$ cat config.mk
export PLATFORM = sky130hd
export DESIGN_NAME = mld_7_4_encoder_ctrl_flat
export DESIGN_NICKNAME = d
export VERILOG_FILES = /design/src/rtl/mld_7_4_encoder_ctrl_if.sv /design/src/rtl/mld_7_4_encoder_ctrl.sv /design/src/flat_wrapper.sv
export SDC_FILE = /design/constraint.sdc
export NUM_CORES = 1
export LEC_CHECK = 0
export ABC_AREA = 1
export BUFFER_PORTS_ARGS = -buffer_cell sky130_fd_sc_hd__buf_2
export CAP_MARGIN = 20
export CELL_PAD_IN_SITES_DETAIL_PLACEMENT = 0
export CELL_PAD_IN_SITES_GLOBAL_PLACEMENT = 1
export CORE_MARGIN = 3
export CORE_UTILIZATION = 45
export DETAILED_ROUTE_END_ITERATION = 6
export PLACE_DENSITY_LB_ADDON = 0.3
export SYNTH_ARGS = -nofsm -noshare
export SYNTH_HDL_FRONTEND = slang
export SYNTH_SLANG_ARGS = --single-unit
$ cat constraint.sdc
create_clock -name clk -period 4.7 [get_ports clk]
set_clock_uncertainty 0.15 [all_clocks]
set_input_delay 0.235 -clock clk [delete_from_list [all_inputs] [get_ports clk]]
set_output_delay 0.235 -clock clk [all_outputs]
set_load 0.02 [all_outputs]
$ cat src/rtl/mld_7_4_encoder_ctrl_if.sv
// Message-word handshake bundle feeding the (7,4) encoder sequencer.
// Latency: none (plain wires); the sequencer registers what it accepts.
// Backpressure: msg_ready low means the one-deep word buffer is occupied.
//
// Ports / signals:
//   msg_valid  master -> slave : msg_data carries a word to be encoded
//   msg_data   master -> slave : 4-bit message word
//   msg_ready  slave -> master : buffer slot free; transfer on valid && ready
interface mld_7_4_encoder_ctrl_if;
    logic       msg_valid;
    logic       msg_ready;
    logic [3:0] msg_data;

    // Word producer.
    modport master (
        output msg_valid,
        output msg_data,
        input  msg_ready
    );

    // Sequencer side.
    modport slave (
        input  msg_valid,
        input  msg_data,
        output msg_ready
    );
endinterface

$ cat src/rtl/mld_7_4_encoder_ctrl.sv
// Sequencer for the (7,4) cyclic encoder: serializes buffered 4-bit words, drives sel/enc_reset.
// Latency: word accepted at edge k (idle, enabled) -> first code bit registered at edge k+1.
// Backpressure: msg_ready = !next_valid; one word buffered ahead of the word being serialized.
//
// Ports:
//   clk             rising-edge clock
//   reset           asynchronous active-low reset; aborts any codeword in flight
//   enable          allows a new codeword to start (never cuts one short)
//   msg             slave modport: msg_valid / msg_data in, msg_ready out
//   information_bit serial bit to the encoder (0 outside the information phase)
//   sel             0 = information phase, 1 = parity phase
//   enc_reset       active-high clear to the encoder while no codeword is running
//   bit_valid       information_bit / sel belong to a codeword
//   frame_start     pulse on the first bit of a codeword
//   frame_end       pulse on the seventh bit of a codeword
//   word_count      completed codewords, wraps at 2**CNT_W
module mld_7_4_encoder_ctrl #(
    parameter bit MSB_FIRST = 1'b1,   // 1: msg[3] first, 0: msg[0] first
    parameter int GAP       = 0,      // idle cycles after each codeword, 0..15
    parameter int CNT_W     = 16      // width of word_count
) (
    input  logic                 clk,
    input  logic                 reset,
    input  logic                 enable,
    mld_7_4_encoder_ctrl_if.slave msg,
    output logic                 information_bit,
    output logic                 sel,
    output logic                 enc_reset,
    output logic                 bit_valid,
    output logic                 frame_start,
    output logic                 frame_end,
    output logic [CNT_W-1:0]     word_count
);

    typedef enum logic [1:0] {
        ST_IDLE   = 2'd0,
        ST_INFO   = 2'd1,
        ST_PARITY = 2'd2,
        ST_GAP    = 2'd3
    } state_t;

    // Gap counter preload; only meaningful when GAP > 0.
    localparam logic [3:0] GAP_LAST = 4'(GAP - 1);

    localparam logic [2:0] PH_FIRST     = 3'd0;
    localparam logic [2:0] PH_LAST_INFO = 3'd3;
    localparam logic [2:0] PH_PARITY0   = 3'd4;
    localparam logic [2:0] PH_LAST      = 3'd6;

    // ------------------------------------------------------------------
    // State
    // ------------------------------------------------------------------
    state_t     state;
    logic [2:0] phase;
    logic [3:0] gap_cnt;
    logic [3:0] cur_word;     // bits not yet sent, next one sits at the serial end
    logic [3:0] next_word;
    logic       next_valid;

    // ------------------------------------------------------------------
    // Next-state signals
    // ------------------------------------------------------------------
    state_t     state_nxt;
    logic [2:0] phase_nxt;
    logic [3:0] gap_cnt_nxt;
    logic [3:0] cur_word_nxt;
    logic [3:0] next_word_nxt;
    logic       next_valid_nxt;
    logic       load;
    logic       accept;
    logic       start_ok;
    logic       count_inc;

    logic             info_bit_nxt;
    logic             sel_nxt;
    logic             enc_reset_nxt;
    logic             bit_valid_nxt;
    logic             frame_start_nxt;
    logic             frame_end_nxt;
    logic [CNT_W-1:0] word_count_nxt;

    // Bit that goes out next from a (remaining) word.
    function automatic logic first_bit(input logic [3:0] w);
        return MSB_FIRST ? w[3] : w[0];
    endfunction

    // Drop the bit just sent so the following one reaches the serial end.
    function automatic logic [3:0] shift_word(input logic [3:0] w);
        return MSB_FIRST ? {w[2:0], 1'b0} : {1'b0, w[3:1]};
    endfunction

    // The buffer slot is free whenever nothing is waiting in it. Because
    // load only happens with next_valid set, load and accept never coincide:
    // a slot freed by a load becomes visible one cycle later.
    assign msg.msg_ready = !next_valid;
    assign accept        = msg.msg_valid && !next_valid;
    assign start_ok      = next_valid && enable;

    // ------------------------------------------------------------------
    // Next-state / next-output logic
    // ------------------------------------------------------------------
    always_comb begin
        state_nxt    = state;
        phase_nxt    = phase;
        gap_cnt_nxt  = gap_cnt;
        cur_word_nxt = cur_word;
        load         = 1'b0;
        count_inc    = 1'b0;
        info_bit_nxt = 1'b0;

        unique case (state)
            ST_IDLE: begin
                if (start_ok) begin
                    load = 1'b1;
                end
            end

            ST_INFO: begin
                if (phase == PH_LAST_INFO) begin
                    state_nxt = ST_PARITY;
                    phase_nxt = PH_PARITY0;
                end else begin
                    phase_nxt    = phase + 3'd1;
                    info_bit_nxt = first_bit(cur_word);
                    cur_word_nxt = shift_word(cur_word);
                end
            end

            ST_PARITY: begin
                if (phase == PH_LAST) begin
                    count_inc = 1'b1;
                    if (GAP > 0) begin
                        state_nxt   = ST_GAP;
                        gap_cnt_nxt = GAP_LAST;
                    end else if (start_ok) begin
                        load = 1'b1;
                    end else begin
                        state_nxt = ST_IDLE;
                    end
                end else begin
                    phase_nxt = phase + 3'd1;
                end
            end

            ST_GAP: begin
                if (gap_cnt == 4'd0) begin
                    if (start_ok) begin
                        load = 1'b1;
                    end else begin
                        state_nxt = ST_IDLE;
                    end
                end else begin
                    gap_cnt_nxt = gap_cnt - 4'd1;
                end
            end

            default: begin
                state_nxt = ST_IDLE;
            end
        endcase

        // Starting a codeword looks the same from every state: the buffered
        // word moves into the shifter and its first bit goes out right away.
        if (load) begin
            state_nxt    = ST_INFO;
            phase_nxt    = PH_FIRST;
            info_bit_nxt = first_bit(next_word);
            cur_word_nxt = shift_word(next_word);
        end

        next_word_nxt  = next_word;
        next_valid_nxt = next_valid;
        if (load) begin
            next_valid_nxt = 1'b0;
        end else if (accept) begin
            next_valid_nxt = 1'b1;
            next_word_nxt  = msg.msg_data;
        end

        // Outputs are registered, so they are derived from where the FSM goes.
        sel_nxt         = (state_nxt == ST_PARITY);
        bit_valid_nxt   = (state_nxt == ST_INFO) || (state_nxt == ST_PARITY);
        enc_reset_nxt   = (state_nxt == ST_IDLE) || (state_nxt == ST_GAP);
        frame_start_nxt = load;
        frame_end_nxt   = (state_nxt == ST_PARITY) && (phase_nxt == PH_LAST);
        word_count_nxt  = word_count + (count_inc ? CNT_W'(1) : CNT_W'(0));
    end

    // ------------------------------------------------------------------
    // State and output registers
    // ------------------------------------------------------------------
    always_ff @(posedge clk or negedge reset) begin
        if (!reset) begin
            state           <= ST_IDLE;
            phase           <= 3'd0;
            gap_cnt         <= 4'd0;
            cur_word        <= 4'd0;
            next_word       <= 4'd0;
            next_valid      <= 1'b0;
            information_bit <= 1'b0;
            sel             <= 1'b0;
            enc_reset       <= 1'b1;
            bit_valid       <= 1'b0;
            frame_start     <= 1'b0;
            frame_end       <= 1'b0;
            word_count      <= '0;
        end else begin
            state           <= state_nxt;
            phase           <= phase_nxt;
            gap_cnt         <= gap_cnt_nxt;
            cur_word        <= cur_word_nxt;
            next_word       <= next_word_nxt;
            next_valid      <= next_valid_nxt;
            information_bit <= info_bit_nxt;
            sel             <= sel_nxt;
            enc_reset       <= enc_reset_nxt;
            bit_valid       <= bit_valid_nxt;
            frame_start     <= frame_start_nxt;
            frame_end       <= frame_end_nxt;
            word_count      <= word_count_nxt;
        end
    end

endmodule

$ cat src/flat_wrapper.sv
// flat-port wrapper written by rule: the top's interface ports become plain ports
module mld_7_4_encoder_ctrl_flat 
#(
    parameter bit MSB_FIRST = 1'b1,                                      
    parameter int GAP       = 0,                                               
    parameter int CNT_W     = 16                            
)
  (clk, reset, enable, information_bit, sel, enc_reset, bit_valid, frame_start, frame_end, word_count, msg_msg_valid, msg_msg_data, msg_msg_ready);
  mld_7_4_encoder_ctrl_if msg_i ();
  input  logic clk;
  input  logic reset;
  input  logic enable;
  output logic information_bit;
  output logic sel;
  output logic enc_reset;
  output logic bit_valid;
  output logic frame_start;
  output logic frame_end;
  output logic [CNT_W-1:0] word_count;
  input wire logic [$bits(msg_i.msg_valid)-1:0] msg_msg_valid;
  input wire logic [$bits(msg_i.msg_data)-1:0] msg_msg_data;
  output wire logic [$bits(msg_i.msg_ready)-1:0] msg_msg_ready;
  assign msg_i.msg_valid = msg_msg_valid;
  assign msg_i.msg_data = msg_msg_data;
  assign msg_msg_ready = msg_i.msg_ready;
  mld_7_4_encoder_ctrl #(.MSB_FIRST(MSB_FIRST), .GAP(GAP), .CNT_W(CNT_W)) u_core (.clk(clk), .reset(reset), .enable(enable), .msg(msg_i), .information_bit(information_bit), .sel(sel), .enc_reset(enc_reset), .bit_valid(bit_valid), .frame_start(frame_start), .frame_end(frame_end), .word_count(word_count));
endmodule
==> run_results.csv <==
group,metric,value,unit
pwr,leakagePower,0.00124,uW
timing,slew_headroom,43.5,%
drt,postRouteAntennaNets,0,
placement,post-dp-hpwl,2670,um
drt,routed_wl,3690,um
synth,syn_area_per_cell,9.30,sq um
finish,layout_common_cells,"nand2_1, dfrtp_1, buf_2",
synth,synth-adder-area-share,7.73,%
floorplan,rows,23,
synth,synthCells,209,
clock_network,max-clock-path-buffers,2,
placement,gp_congestion,0.871,
critical_path,required,4.73,ns
finish,fillers,388,
synth,synth_edf_count,0,
critical_path,r2r-start,"u_core.state[0]$_DFF_PN0_",
synth,synth_xor_area_share,7.21,%
hold_path,hold_start,"msg_msg_data[3]",
finish,final_layout_size_suffix_gt1_share,21.1,%
synth,synth-async-reset-ratio,100,%
critical_path,cp.arrival,2.45,ns
finish,areaGrowthSynthToFinish,16.4,%
clock_network,clkSlewWorstSetupHoldPaths,0.08,ns
floorplan,start_util,47.6,%
hold_path,hp-class,"in -> reg",
drt,first_iter_violations,48,
synth,synth_compound_area_share,3.61,%
clock_network,ctsHoldBuffers,1,
critical_path,crit_path_start_kind,"flip-flop",
finish,antenna_cells,0,
timing,slew_viol_final,0,
clock_network,htreeDepth,2,
global_routing,grt_pass1_wl,6440,um
placement,placed_cells,288,
clock_network,cts_sinks,39,
floorplan,dieArea,5140,sq um
clock_network,cts_resized,0,
timing,fin_crit_sh,51.5,%
drt,drt_pre_antenna_iters,4,
global_routing,grt.total_usage,15.9,%
finish,fin_cells,297,
synth,synth_seq_cells,39,
synth,ys.flop_type,"dfrtp_1",
global_routing,grt_antenna_before_repair,0,
synth,ys_warn_count,0,
synth,synth_top_family_by_area,"simple AND/OR/NAND/NOR gates",
synth,synth_cell_type_count,24,
finish,fin_nets,266,
timing,worst_slew_pin_slew,0.847,ns
outcome,status,"completed",
timing,fin_crit,2.42,ns
synth,synth_nets,229,
drt,wire_per_inst,12.4,um
global_routing,grt_max_degree,40,
critical_path,crit_type,"reg -> reg",
critical_path,crit_path_start,"u_core.state[0]$_DFF_PN0_",
synth,synth_mux_area_share,1.16,%
timing,timing.setup.tns,0,ns
clock_network,cts_setup_buffers,0,
clock_network,numCtsBuffers,5,
floorplan,io_pins,31,
floorplan,chipWidth,71.7,um
finish,final_common_cell,"nand2_1",
critical_path,end_kind,"flip-flop",
placement,io_buffers,30,
synth,ys_seq_area_share,50.3,%
drt,avgViaCountPerCell,4.80,
synth,synth_area,1940,sq um
drt,vias,1427,
clock_network,root_buffer,"clkbuf_8",
pwr,powerDensity,451,nW/um^2
timing,max_freq,413,MHz
global_routing,gr-total-overflow,0,
synth,yosys.area_share.simple,24.0,%
drt,drc,0,
run,max_cap_viol_count,0,
timing,grt_setup_unrepaired,"no",
timing,final-setup-viol-count,0,
pwr,ir_drop,0.000233,V
clock_network,clk_latency,0.29,ns
timing,hold_viol,0,
global_routing,grt_pass1_vias,1430,
clock_network,cts_tree,"done",
floorplan,die_h,71.7,um
floorplan,core,4090,sq um
critical_path,path_max_fanout,6,
==> synth_stat cells (all sizes together) (2+ instances only) <==
| master | n | area (sq um) |
|---|---|---|
| ha | 12 | 150 |
| nand4 | 5 | 31.3 |
| o21ai | 6 | 30.0 |
| nand3 | 23 | 125 |
| dfrtp | 38 | 951 |
| nand2 | 49 | 204 |
| nor3 | 3 | 20.0 |
| inv | 28 | 105 |
| xnor2 | 7 | 61.3 |
| xor2 | 9 | 78.8 |
| nor2 | 17 | 78.8 |
| a21oi | 5 | 25.0 |
| mux2 | 2 | 22.5 |
==> report_power, final <==
part	total [uW]	internal, uW	leakage, uW	switching [uW]
clock network	277	159	0.0000524	118
registers	440	403	0.000511	36.8
logic	303	106	0.000674	197
total	1020	668	0.00124	352
==> final cells by class <==
class	instances	area, sq um	share of cell area (%)
multi-input combinational	141	850	37.6
timing repair buffer	31	160	7.08
sequential	39	977	43.2
inverter	28	105	4.65
clock inverter	1	30.0	1.33
tap	50	62.6	2.77
clock buffer	7	76.3	3.38
==> worst max-delay path, cell delays in order, from the launching register on <==
cell     delay [ns]
dfrtp_1        0.44
inv_1          0.16
ha_1           0.25
nand3_1        0.15
inv_1          0.08
ha_1           0.18
ha_1           0.19
nand3_1        0.12
nor2_1         0.11
nand2_1        0.13
nor2_4         0.15
nand2_1        0.08
xnor2_1        0.12
==> cells by family (layout without fill, tap and decap cells) <==
family	after synthesis	in the layout
and+or+nand+nor	98	98
AOI/OAI and AO/OA	13	13
DFF	39	39
adders and majority gates	12	12
buffers and inverters	29	67
xor gates and xnor gates	16	16
muxes	2	2
==> worst paths after layout <==
path / to / slack [ns] / cells after the start
worst max-delay path: u_core.word_count[12]$_DFF_PN0_ / 2.28 / 12
worst min-delay path: u_core.next_word[3]$_DFFE_PN0P_ / 0.02 / 2
worst max register to register: u_core.word_count[12]$_DFF_PN0_ / 2.28 / 12
worst min register to register: u_core.word_count[15]$_DFF_PN0_ / 0.32 / 1
max in group asynchronous: u_core.next_word[3]$_DFFE_PN0P_ / 3.43 / 2
min in group asynchronous: u_core.frame_end$_DFF_PN0_ / 0.44 / 2
==> state kept, by name, indices dropped and copies added, names as in the netlist <==
signal	count
u_core.information_bit	1
u_core.next_valid	1
u_core.bit_valid	1
u_core.cur_word	3
u_core.state	2
u_core.frame_start	1
u_core.word_count	16
u_core.frame_end	1
u_core.gap_cnt	4
u_core.enc_reset	1
u_core.sel	1
u_core.phase	3
u_core.next_word	4
==> per-layer routing <==
| metal | part of all wire (%) | track usage (%) |
|---|---|---|
| met1 | 51 | 22.4 |
| met2 | 44 | 23.2 |
| met3 | 4.3 | 4.77 |
| met4 | 1.3 | 5.64 |
| met5 | 0 | 0 |
==> stage by stage <==
| step | area [sq um] | power, uW | util (%) | setup slack (ns) | hold WS (ns) |
|---|---|---|---|---|---|
| 2_1_floorplan | 1940 | 671 | - | 2.50 | -0.211 |
| 3_3_place_gp | 2140 | 748 | 52.5 | 2.36 | 0.246 |
| 3_5_place_dp | 2140 | 751 | 52.5 | 2.27 | 0.249 |
| 4_1_cts | 2260 | 1030 | 55.3 | 2.26 | 0.0143 |
| 5_1_grt | 2260 | 1100 | 55.3 | 1.93 | 0.0246 |
| 6_report | 2260 | 1020 | 55.3 | 2.28 | 0.0232 |
Power figures use the tool's default switching activity.
